$ cat config.mk
export PLATFORM = sky130hd
export DESIGN_NAME = fifo_btn_ctrl
export DESIGN_NICKNAME = d
export VERILOG_FILES = /design/src/rtl/fifo_btn_ctrl.sv
export SDC_FILE = /design/constraint.sdc
export NUM_CORES = 1
export LEC_CHECK = 0
export CORE_MARGIN = 1
export CORE_UTILIZATION = 58
export CTS_CLUSTER_SIZE = 20
export DETAILED_ROUTE_END_ITERATION = 12
export PLACE_DENSITY = 0.79
export SETUP_SLACK_MARGIN = 0.5
export SYNTH_ARGS = -nofsm -noshare
export SYNTH_HDL_FRONTEND = slang
export SYNTH_SLANG_ARGS = --single-unit
$ cat constraint.sdc
create_clock -name clk -period 2.2 [get_ports clk]
set_input_delay 0.22 -clock clk [delete_from_list [all_inputs] [get_ports clk]]
set_output_delay 0.22 -clock clk [all_outputs]
set_load 0.03 [all_outputs]
$ cat src/rtl/fifo_btn_ctrl.sv
// fifo_btn_ctrl: push/pop button front end for the 8-bit FIFO.
// Each raw button is synchronised, debounced by a small FSM and turned into
// one registered strobe per debounced press. The strobe is gated against the
// FIFO occupancy, and a rejected request becomes an error pulse instead.
module fifo_btn_ctrl #(
    parameter int DEBOUNCE_CYCLES = 4,
    parameter int CNT_W           = 20,
    parameter int DEPTH           = 16,
    parameter int COUNT_W         = 5
) (
    input  logic               clk,
    input  logic               rst,
    input  logic               btn_in,
    input  logic               btn_out,
    input  logic [7:0]         sw_data,
    input  logic [COUNT_W-1:0] count,
    output logic               en_in,
    output logic               en_out,
    output logic [7:0]         din,
    output logic               ovf_err,
    output logic               udf_err
);

    // Debounce FSM encoding, shared by both channels
    localparam logic [2:0] S_IDLE    = 3'd0;
    localparam logic [2:0] S_PRESS   = 3'd1;
    localparam logic [2:0] S_FIRE    = 3'd2;
    localparam logic [2:0] S_HELD    = 3'd3;
    localparam logic [2:0] S_RELEASE = 3'd4;

    localparam logic [CNT_W-1:0]   CNT_ZERO = '0;
    localparam logic [CNT_W-1:0]   CNT_ONE  = CNT_W'(1);
    localparam logic [CNT_W-1:0]   CNT_LAST = CNT_W'(DEBOUNCE_CYCLES - 1);
    localparam logic [COUNT_W-1:0] DEPTH_C  = COUNT_W'(DEPTH);
    localparam logic [COUNT_W-1:0] EMPTY_C  = '0;

    // Synchroniser flops for the two raw buttons
    logic r_inSync1;
    logic r_inSync2;
    logic r_outSync1;
    logic r_outSync2;

    // Push channel debounce state
    logic [2:0]       r_inState;
    logic [CNT_W-1:0] r_inCnt;
    logic [2:0]       w_inStateNext;
    logic [CNT_W-1:0] w_inCntNext;

    // Pop channel debounce state
    logic [2:0]       r_outState;
    logic [CNT_W-1:0] r_outCnt;
    logic [2:0]       w_outStateNext;
    logic [CNT_W-1:0] w_outCntNext;

    // Registered outputs
    logic       r_enIn;
    logic       r_enOut;
    logic [7:0] r_din;
    logic       r_ovfErr;
    logic       r_udfErr;

    // FIFO occupancy gates, both evaluated on the same count value
    logic w_inRoom;
    logic w_outAvail;

    assign w_inRoom   = (count < DEPTH_C);
    assign w_outAvail = (count != EMPTY_C);

    assign en_in   = r_enIn;
    assign en_out  = r_enOut;
    assign din     = r_din;
    assign ovf_err = r_ovfErr;
    assign udf_err = r_udfErr;

    // Two-flop synchronisers bring the asynchronous buttons into the clock domain
    always_ff @(posedge clk or posedge rst) begin
        if (rst) begin
            r_inSync1  <= 1'b0;
            r_inSync2  <= 1'b0;
            r_outSync1 <= 1'b0;
            r_outSync2 <= 1'b0;
        end else begin
            r_inSync1  <= btn_in;
            r_inSync2  <= r_inSync1;
            r_outSync1 <= btn_out;
            r_outSync2 <= r_outSync1;
        end
    end

    // Push channel next state: a level must hold DEBOUNCE_CYCLES cycles to count
    always_comb begin
        w_inStateNext = r_inState;
        w_inCntNext   = r_inCnt;
        case (r_inState)
            S_IDLE: begin
                if (r_inSync2) begin
                    w_inStateNext = S_PRESS;
                    w_inCntNext   = CNT_ZERO;
                end
            end
            S_PRESS: begin
                if (!r_inSync2) begin
                    w_inStateNext = S_IDLE;
                end else if (r_inCnt == CNT_LAST) begin
                    w_inStateNext = S_FIRE;
                end else begin
                    w_inCntNext = r_inCnt + CNT_ONE;
                end
            end
            S_FIRE: begin
                w_inStateNext = S_HELD;
            end
            S_HELD: begin
                if (!r_inSync2) begin
                    w_inStateNext = S_RELEASE;
                    w_inCntNext   = CNT_ZERO;
                end
            end
            S_RELEASE: begin
                if (r_inSync2) begin
                    w_inStateNext = S_HELD;
                end else if (r_inCnt == CNT_LAST) begin
                    w_inStateNext = S_IDLE;
                end else begin
                    w_inCntNext = r_inCnt + CNT_ONE;
                end
            end
            default: begin
                w_inStateNext = S_IDLE;
                w_inCntNext   = CNT_ZERO;
            end
        endcase
    end

    // Pop channel next state, identical to the push channel but independent
    always_comb begin
        w_outStateNext = r_outState;
        w_outCntNext   = r_outCnt;
        case (r_outState)
            S_IDLE: begin
                if (r_outSync2) begin
                    w_outStateNext = S_PRESS;
                    w_outCntNext   = CNT_ZERO;
                end
            end
            S_PRESS: begin
                if (!r_outSync2) begin
                    w_outStateNext = S_IDLE;
                end else if (r_outCnt == CNT_LAST) begin
                    w_outStateNext = S_FIRE;
                end else begin
                    w_outCntNext = r_outCnt + CNT_ONE;
                end
            end
            S_FIRE: begin
                w_outStateNext = S_HELD;
            end
            S_HELD: begin
                if (!r_outSync2) begin
                    w_outStateNext = S_RELEASE;
                    w_outCntNext   = CNT_ZERO;
                end
            end
            S_RELEASE: begin
                if (r_outSync2) begin
                    w_outStateNext = S_HELD;
                end else if (r_outCnt == CNT_LAST) begin
                    w_outStateNext = S_IDLE;
                end else begin
                    w_outCntNext = r_outCnt + CNT_ONE;
                end
            end
            default: begin
                w_outStateNext = S_IDLE;
                w_outCntNext   = CNT_ZERO;
            end
        endcase
    end

    // State and counter registers for both debounce FSMs
    always_ff @(posedge clk or posedge rst) begin
        if (rst) begin
            r_inState  <= S_IDLE;
            r_inCnt    <= CNT_ZERO;
            r_outState <= S_IDLE;
            r_outCnt   <= CNT_ZERO;
        end else begin
            r_inState  <= w_inStateNext;
            r_inCnt    <= w_inCntNext;
            r_outState <= w_outStateNext;
            r_outCnt   <= w_outCntNext;
        end
    end

    // Push strobe or overflow pulse, one cycle after the FSM enters FIRE; din holds otherwise
    always_ff @(posedge clk or posedge rst) begin
        if (rst) begin
            r_enIn   <= 1'b0;
            r_ovfErr <= 1'b0;
            r_din    <= 8'd0;
        end else begin
            r_enIn   <= 1'b0;
            r_ovfErr <= 1'b0;
            if (r_inState == S_FIRE) begin
                if (w_inRoom) begin
                    r_enIn <= 1'b1;
                    r_din  <= sw_data;
                end else begin
                    r_ovfErr <= 1'b1;
                end
            end
        end
    end

    // Pop strobe or underflow pulse, one cycle after the FSM enters FIRE
    always_ff @(posedge clk or posedge rst) begin
        if (rst) begin
            r_enOut  <= 1'b0;
            r_udfErr <= 1'b0;
        end else begin
            r_enOut  <= 1'b0;
            r_udfErr <= 1'b0;
            if (r_outState == S_FIRE) begin
                if (w_outAvail) begin
                    r_enOut <= 1'b1;
                end else begin
                    r_udfErr <= 1'b1;
                end
            end
        end
    end

endmodule

Word level (Yosys, flattened, before mapping) --
Cells that the tools add are included.
Cells by class: $lt $le $gt $ge 1, muxes and demuxes 34, bitwise gates (word level) 2, add/sub/neg operators 2, reduce and logical (&&, ||, !) cells 8, equality and inequality tests 22
Operators by type and width (count):
- 2-to-1 mux 20 bit | 10
- case mux 20 bit (5 select lines) | 2
- adder 20 x 1 -> 20 bit (second input constant) | 2
- equality test 20 x 2 -> 1 bit (second input constant) | 2
- 2-to-1 mux 3 bit | 12
- case mux 3 bit (5 select lines) | 2
- != test 2 bit (second input constant) | 8
- equality test 3 x 2 -> 1 bit (second input constant) | 4
- != test 3 bit (second input constant) | 4
- AND reduction 5 bit | 2
- 2-to-1 mux 1 bit | 8
- AND reduction 4 bit | 2
- equality test 3 x 1 -> 1 bit (second input constant) | 2
- equality test 3 bit (second input constant) | 2
- logical NOT 3 bit | 2
- less-than comparator 5 bit (second input constant) | 1
- nonzero test 5 bit | 1
- NOT 1 bit | 2
- AND reduction 2 bit | 1
Storage, ports and cells: input port bits 17, word-level logic and storage cells 82, bits in registers 62

Depth between registers and ports, before layout --
depth in word-level cells 4, depth in mapped cells 8

Least setup slack after synthesis --
No wires, ideal clock.
kind reg-to-reg, from register r_outCnt[0], to register r_outCnt[0], arrival time 1.847 ns, stages on the path, launching flop included 8, required time 2.135 ns, path slack 0.287 ns, period minus slack after synthesis 1.913 ns, cells stage by stage dfrtp_1 ha_1 nor3b_1 nand3_1 o311a_1 a311oi_2 buf_6 mux2_2
Between the ends: word-level cells in the longest chain between the ends 4
Ends and longest elaborated chain:
- start, declared | line 51 | logic [CNT_W-1:0] r_outCnt;
- start signal, assigned | line 191 | r_outCnt <= w_outCntNext;
- adder 20 x 1 -> 20 bit / equality test 20 x 2 -> 1 bit (equally long branches)
- 2-to-1 mux 20 bit * | line 149, 167
- 2-to-1 mux 20 bit, on equally long branches | line 165, 147
- case mux 20 bit (5 select lines) * | line 139 | case (r_outState)
Every way passes the cells marked *; elsewhere a longest branch is shown, timed or not. The select of a mux whose other input is x is not followed. A chain may end at the register's enable or synchronous reset.

Worst setup path in the final report --
from register r_inCnt[5], to register r_inCnt[8]
Between the ends: word-level cells in the longest chain between the ends 4
Ends and longest elaborated chain:
- start, declared | line 45 | logic [CNT_W-1:0] r_inCnt;
- start signal, assigned | line 189 | r_inCnt <= w_inCntNext;
- adder 20 x 1 -> 20 bit / equality test 20 x 2 -> 1 bit (equally long branches)
- 2-to-1 mux 20 bit * | line 104, 122
- 2-to-1 mux 20 bit, on equally long branches | line 120, 102
- case mux 20 bit (5 select lines) * | line 94 | case (r_inState)
Marks and branches as above.

==> qor.csv <==
stage,metric,value,unit
run_status,status,completed,
logic_synthesis,synthesized cell area,3390,µm²
cells_and_area,Filler Cell Count,284,
cells_and_area,sequential cell area,1560,µm²
power_and_ir_drop,maximum vdd ir drop,0.000773,V
worst_setup_path,"Slowest-stage cell, CP",dfrtp_1,
timing,worst setup margin,97.2,ps
power_and_ir_drop,sequential fraction of design power,0.317,
route,routed vias/inst,6.61,
power_and_ir_drop,clock share of power,0.258,
route,routed vias,3297,
cells_and_area,P&R area growth vs syn,36.0,%
power_and_ir_drop,Psw,0.00169,W
cells_and_area,Total Nets Final,441,
power_and_ir_drop,combinational power share,0.425,
route,average wire per cell in the routed design,20.0,µm
worst_setup_path,critical path data required time,2470,ps
placed_design,input/output buffers,28,
route,Pre-antenna DRT Iters,5,
timing,crit share post-route,0.956,
logic_synthesis,"EDFF count, synth",0,
worst_setup_path,kind of end point of the critical path,flop,
floorplan,die width,78.4,µm
route,DRC Markers,0,
floorplan,Site Rows,27,
worst_setup_path,CP max stage delay,420,ps
power_and_ir_drop,switching share of total power,0.370,
cells_and_area,share of cells above drive strength 1,0.304,
logic_synthesis,Ys Warns,0,
clocking,clock-pin slew on the worst setup and hold paths,80,ps
clocking,Clock Tree Buf Depth,2,
grt,first-pass GRT wire length,15.3,mm
grt,Total GRT Usage,0.324,
clocking,H-Tree Depth,3,
cells_and_area,number of diodes,0,
logic_synthesis,Synth cell types,58,
timing,Pins Over Slew Limit,0,
floorplan,DIE AREA,6150,µm²
timing,Final TNS setup,0,ps
run,total of max-cap violations,0,
power_and_ir_drop,Pwr per Cell Area,992,nW/µm²
floorplan,CORE AREA,5570,µm²
timing,"Min Clock Period, post-route",2100,ps
route,ANT nets after route,0,
floorplan,I/O pin cnt,29,
timing,final setup fails,0,
logic_synthesis,ys async rst share,1.00,
logic_synthesis,Yosys reg bits,62,
grt,pin count of the biggest net entering global routing,44,
clocking,clock tree sinks,62,
logic_synthesis,syn_area_per_cell,9.76,µm²
power_and_ir_drop,P_leak,2.08,nW
placed_design,GPL Wtd Cong,0.832,
worst_setup_path,worst-path maximum fanout,6,
placed_design,Setup WS pre-CTS,84.7,ps
logic_synthesis,Main synth FF type,dfrtp_1,
route,initial DRC count,251,
logic_synthesis,sequential area share after synthesis,0.458,
clocking,hold_buf cts,0,
worst_setup_path,CP Class,flop to flop,
grt,initial antenna violation count,0,
route,Routed WL,9.98,mm
worst_setup_path,startpoint types,flop,
clocking,clock insertion delay at the later pin of the skew report,360,ps
timing,hold_ws,235,ps
floorplan,Die Y-Extent,78.4,µm
worst_setup_path,"Cell Chain, Critical Path",nor4_2 -> nand4_1 -> buf_6 -> o311ai_4 -> o211ai_1 -> buf_4 -> o211ai_1,
timing,Highest Clock Rate,0.476,GHz
timing,worst slew pin tran,465,ps
worst_setup_path,critical path's top delay family,compound AO/OA/AOI/OAI gates,
timing,final hold violation count,0,
cells_and_area,area of the multi-input gates,1960,µm²
logic_synthesis,Mapped Cells,347,
grt,number of global-route vias before repair,3197,
worst_hold_path,worst min path class,primary input to async pin,
worst_setup_path,most frequent CP cell,o211ai_1,
floorplan,initial core utilization,0.608,
timing,Max-slew headroom,0.689,
timing,skew final,15.9,ps
clocking,clk root buf,clkbuf_8,
grt,total grt overflow,0,
logic_synthesis,"Net Count, Synth",366,
timing,RSZ-0062 raised after global routing,yes,
worst_setup_path,buffers and inverters on the worst path,2,
clocking,CTS Buf Count,9,
power_and_ir_drop,Power Internal,0.00288,W
placed_design,Post-DP HPWL,5.23,mm
worst_setup_path,Arrival @ worst endpoint,2370,ps
clocking,CTS tree,yes,
[path summary, 6_finish.rpt]
check	slack [ps]	cells past startpoint	endpoint	startpoint
worst max-delay path	100	7	r_inCnt[8]	r_inCnt[5]
worst min register to register	350	0	r_outSync2	r_outSync1
min in group clk	310	1	r_outSync1	btn_out
worst max register to register	100	7	r_inCnt[8]	r_inCnt[5]
max in group asynchronous	1380	3	r_outCnt[16]	rst
worst min-delay path	240	2	r_inCnt[11]	rst
[cell usage in the layout (no fill, tap or decap), types with 3 or more instances in the layout]
master,netlist,layout
dfrtp_2,0,7
a211o_1,8,8
o21ai_1,9,4
xor2_1,4,4
o21ai_0,12,10
buf_4,0,44
nor3_1,11,10
nand4_1,7,7
or4_1,4,3
xnor2_1,6,6
nand2b_1,8,8
or3_1,5,4
a21o_1,3,3
a21oi_1,11,11
nor4_4,0,5
a221o_1,5,5
mux2_2,9,9
buf_6,5,7
nor3b_1,6,5
o21ai_2,1,8
nand3_1,16,14
a22o_1,9,9
inv_1,14,13
nor4_1,12,3
clkbuf_8,0,11
and2_1,3,3
nor2_1,23,22
nand2_1,20,19
and3_1,18,16
dfrtp_1,62,55
nor4_2,0,4
clkdlybuf4s50_1,0,28
and4_1,3,3
[power by group through the flow]
stage	Sequential [W]	Clock (W)	Combinational, W
3_5_place_dp	0.00145	0	0.00140
5_1_grt	0.00147	0.00123	0.00207
6_report	0.00145	0.00118	0.00194
4_1_cts	0.00143	0.00117	0.00179
3_3_place_gp	0.00143	0	0.00136
2_1_floorplan	0.00152	0	0.000945
[sequential cells by signal, summed over array words and instances (netlist names)]
signal and cells:
r_outSync1 1, din 8, r_inState 3, r_outState 3
en_out 1, ovf_err 1, r_outSync2 1, udf_err 1
en_in 1, r_inCnt 20, r_inSync1 1, r_outCnt 20
r_inSync2 1
[kinds of logic (layout without fill, tap and decap cells)]
kind of cell | Yosys count | count (layout) | share of synthesized area
AOI/OAI and AO/OA | 84 | 84 | 0.179
xor gates and xnor gates | 10 | 10 | 0.0258
adders and majority gates | 2 | 2 | 0.00738
buffers and inverters | 31 | 111 | 0.0498
DFF | 62 | 62 | 0.458
muxes | 10 | 10 | 0.0329
and+or+nand+nor | 148 | 148 | 0.247
[timing repair]
action | CTS | global route
gates resized for setup | 43 | 12
setup buffers | 23 | 5
pin swaps | 24 | 10
endpoints found under the setup margin | 43 | 50
cloned | 4 | 0
[layer usage]
metal	vias to the layer above	share of wire	GRT usage
li1	1454	-	-
met1	1598	0.40	0.411
met2	194	0.48	0.528
met3	51	0.082	0.101
met4	0	0.040	0.102
met5	-	0	0
[cell usage after synthesis (all sizes together) (3+ instances only)]
| cell | count | area (µm²) |
|---|---|---|
| a221o | 5 | 50.1 |
| and4 | 3 | 26.3 |
| inv | 14 | 52.6 |
| or4 | 4 | 30.0 |
| xnor2 | 6 | 52.6 |
| o21ai | 22 | 114 |
| nor4 | 12 | 75.1 |
| or2 | 5 | 31.3 |
| nand3 | 16 | 80.1 |
| dfrtp | 62 | 1550 |
| buf | 10 | 90.1 |
| nand4 | 7 | 43.8 |
| o21a | 3 | 23.8 |
| a21o | 3 | 22.5 |
| nor2 | 23 | 86.3 |
| a21oi | 11 | 55.1 |
| or3 | 5 | 31.3 |
| and3 | 18 | 113 |
| xor2 | 4 | 35.0 |
| clkbuf | 7 | 26.3 |
| or3b | 3 | 26.3 |
| a22o | 9 | 78.8 |
| mux2 | 9 | 101 |
| nor3 | 11 | 55.1 |
| a211o | 8 | 70.1 |
| nor3b | 6 | 45.0 |
| nand2b | 8 | 50.1 |
| nand2 | 20 | 75.1 |
| and2 | 3 | 18.8 |
| a31oi | 3 | 18.8 |
[final cells by class]
cell class | count | share of cell area
Clock buffer | 11 | 0.0328
Timing Repair Buffer | 81 | 0.155
Tap cell | 72 | 0.0195
Multi-Input combinational cell | 254 | 0.424
Sequential cell | 62 | 0.338
Clock inverter | 5 | 0.0176
Inverter | 14 | 0.0122
[stage by stage]
stage	power (W)	cells	utilization	cell area, µm²
after global placement	0.00280	451	0.700	3900
final	0.00457	499	0.827	4610
after global routing	0.00476	499	0.827	4610
after detailed placement	0.00284	451	0.700	3900
after floorplan	0.00246	347	-	3490
after CTS	0.00439	494	0.809	4510
(Power assumes the default switching activity.)
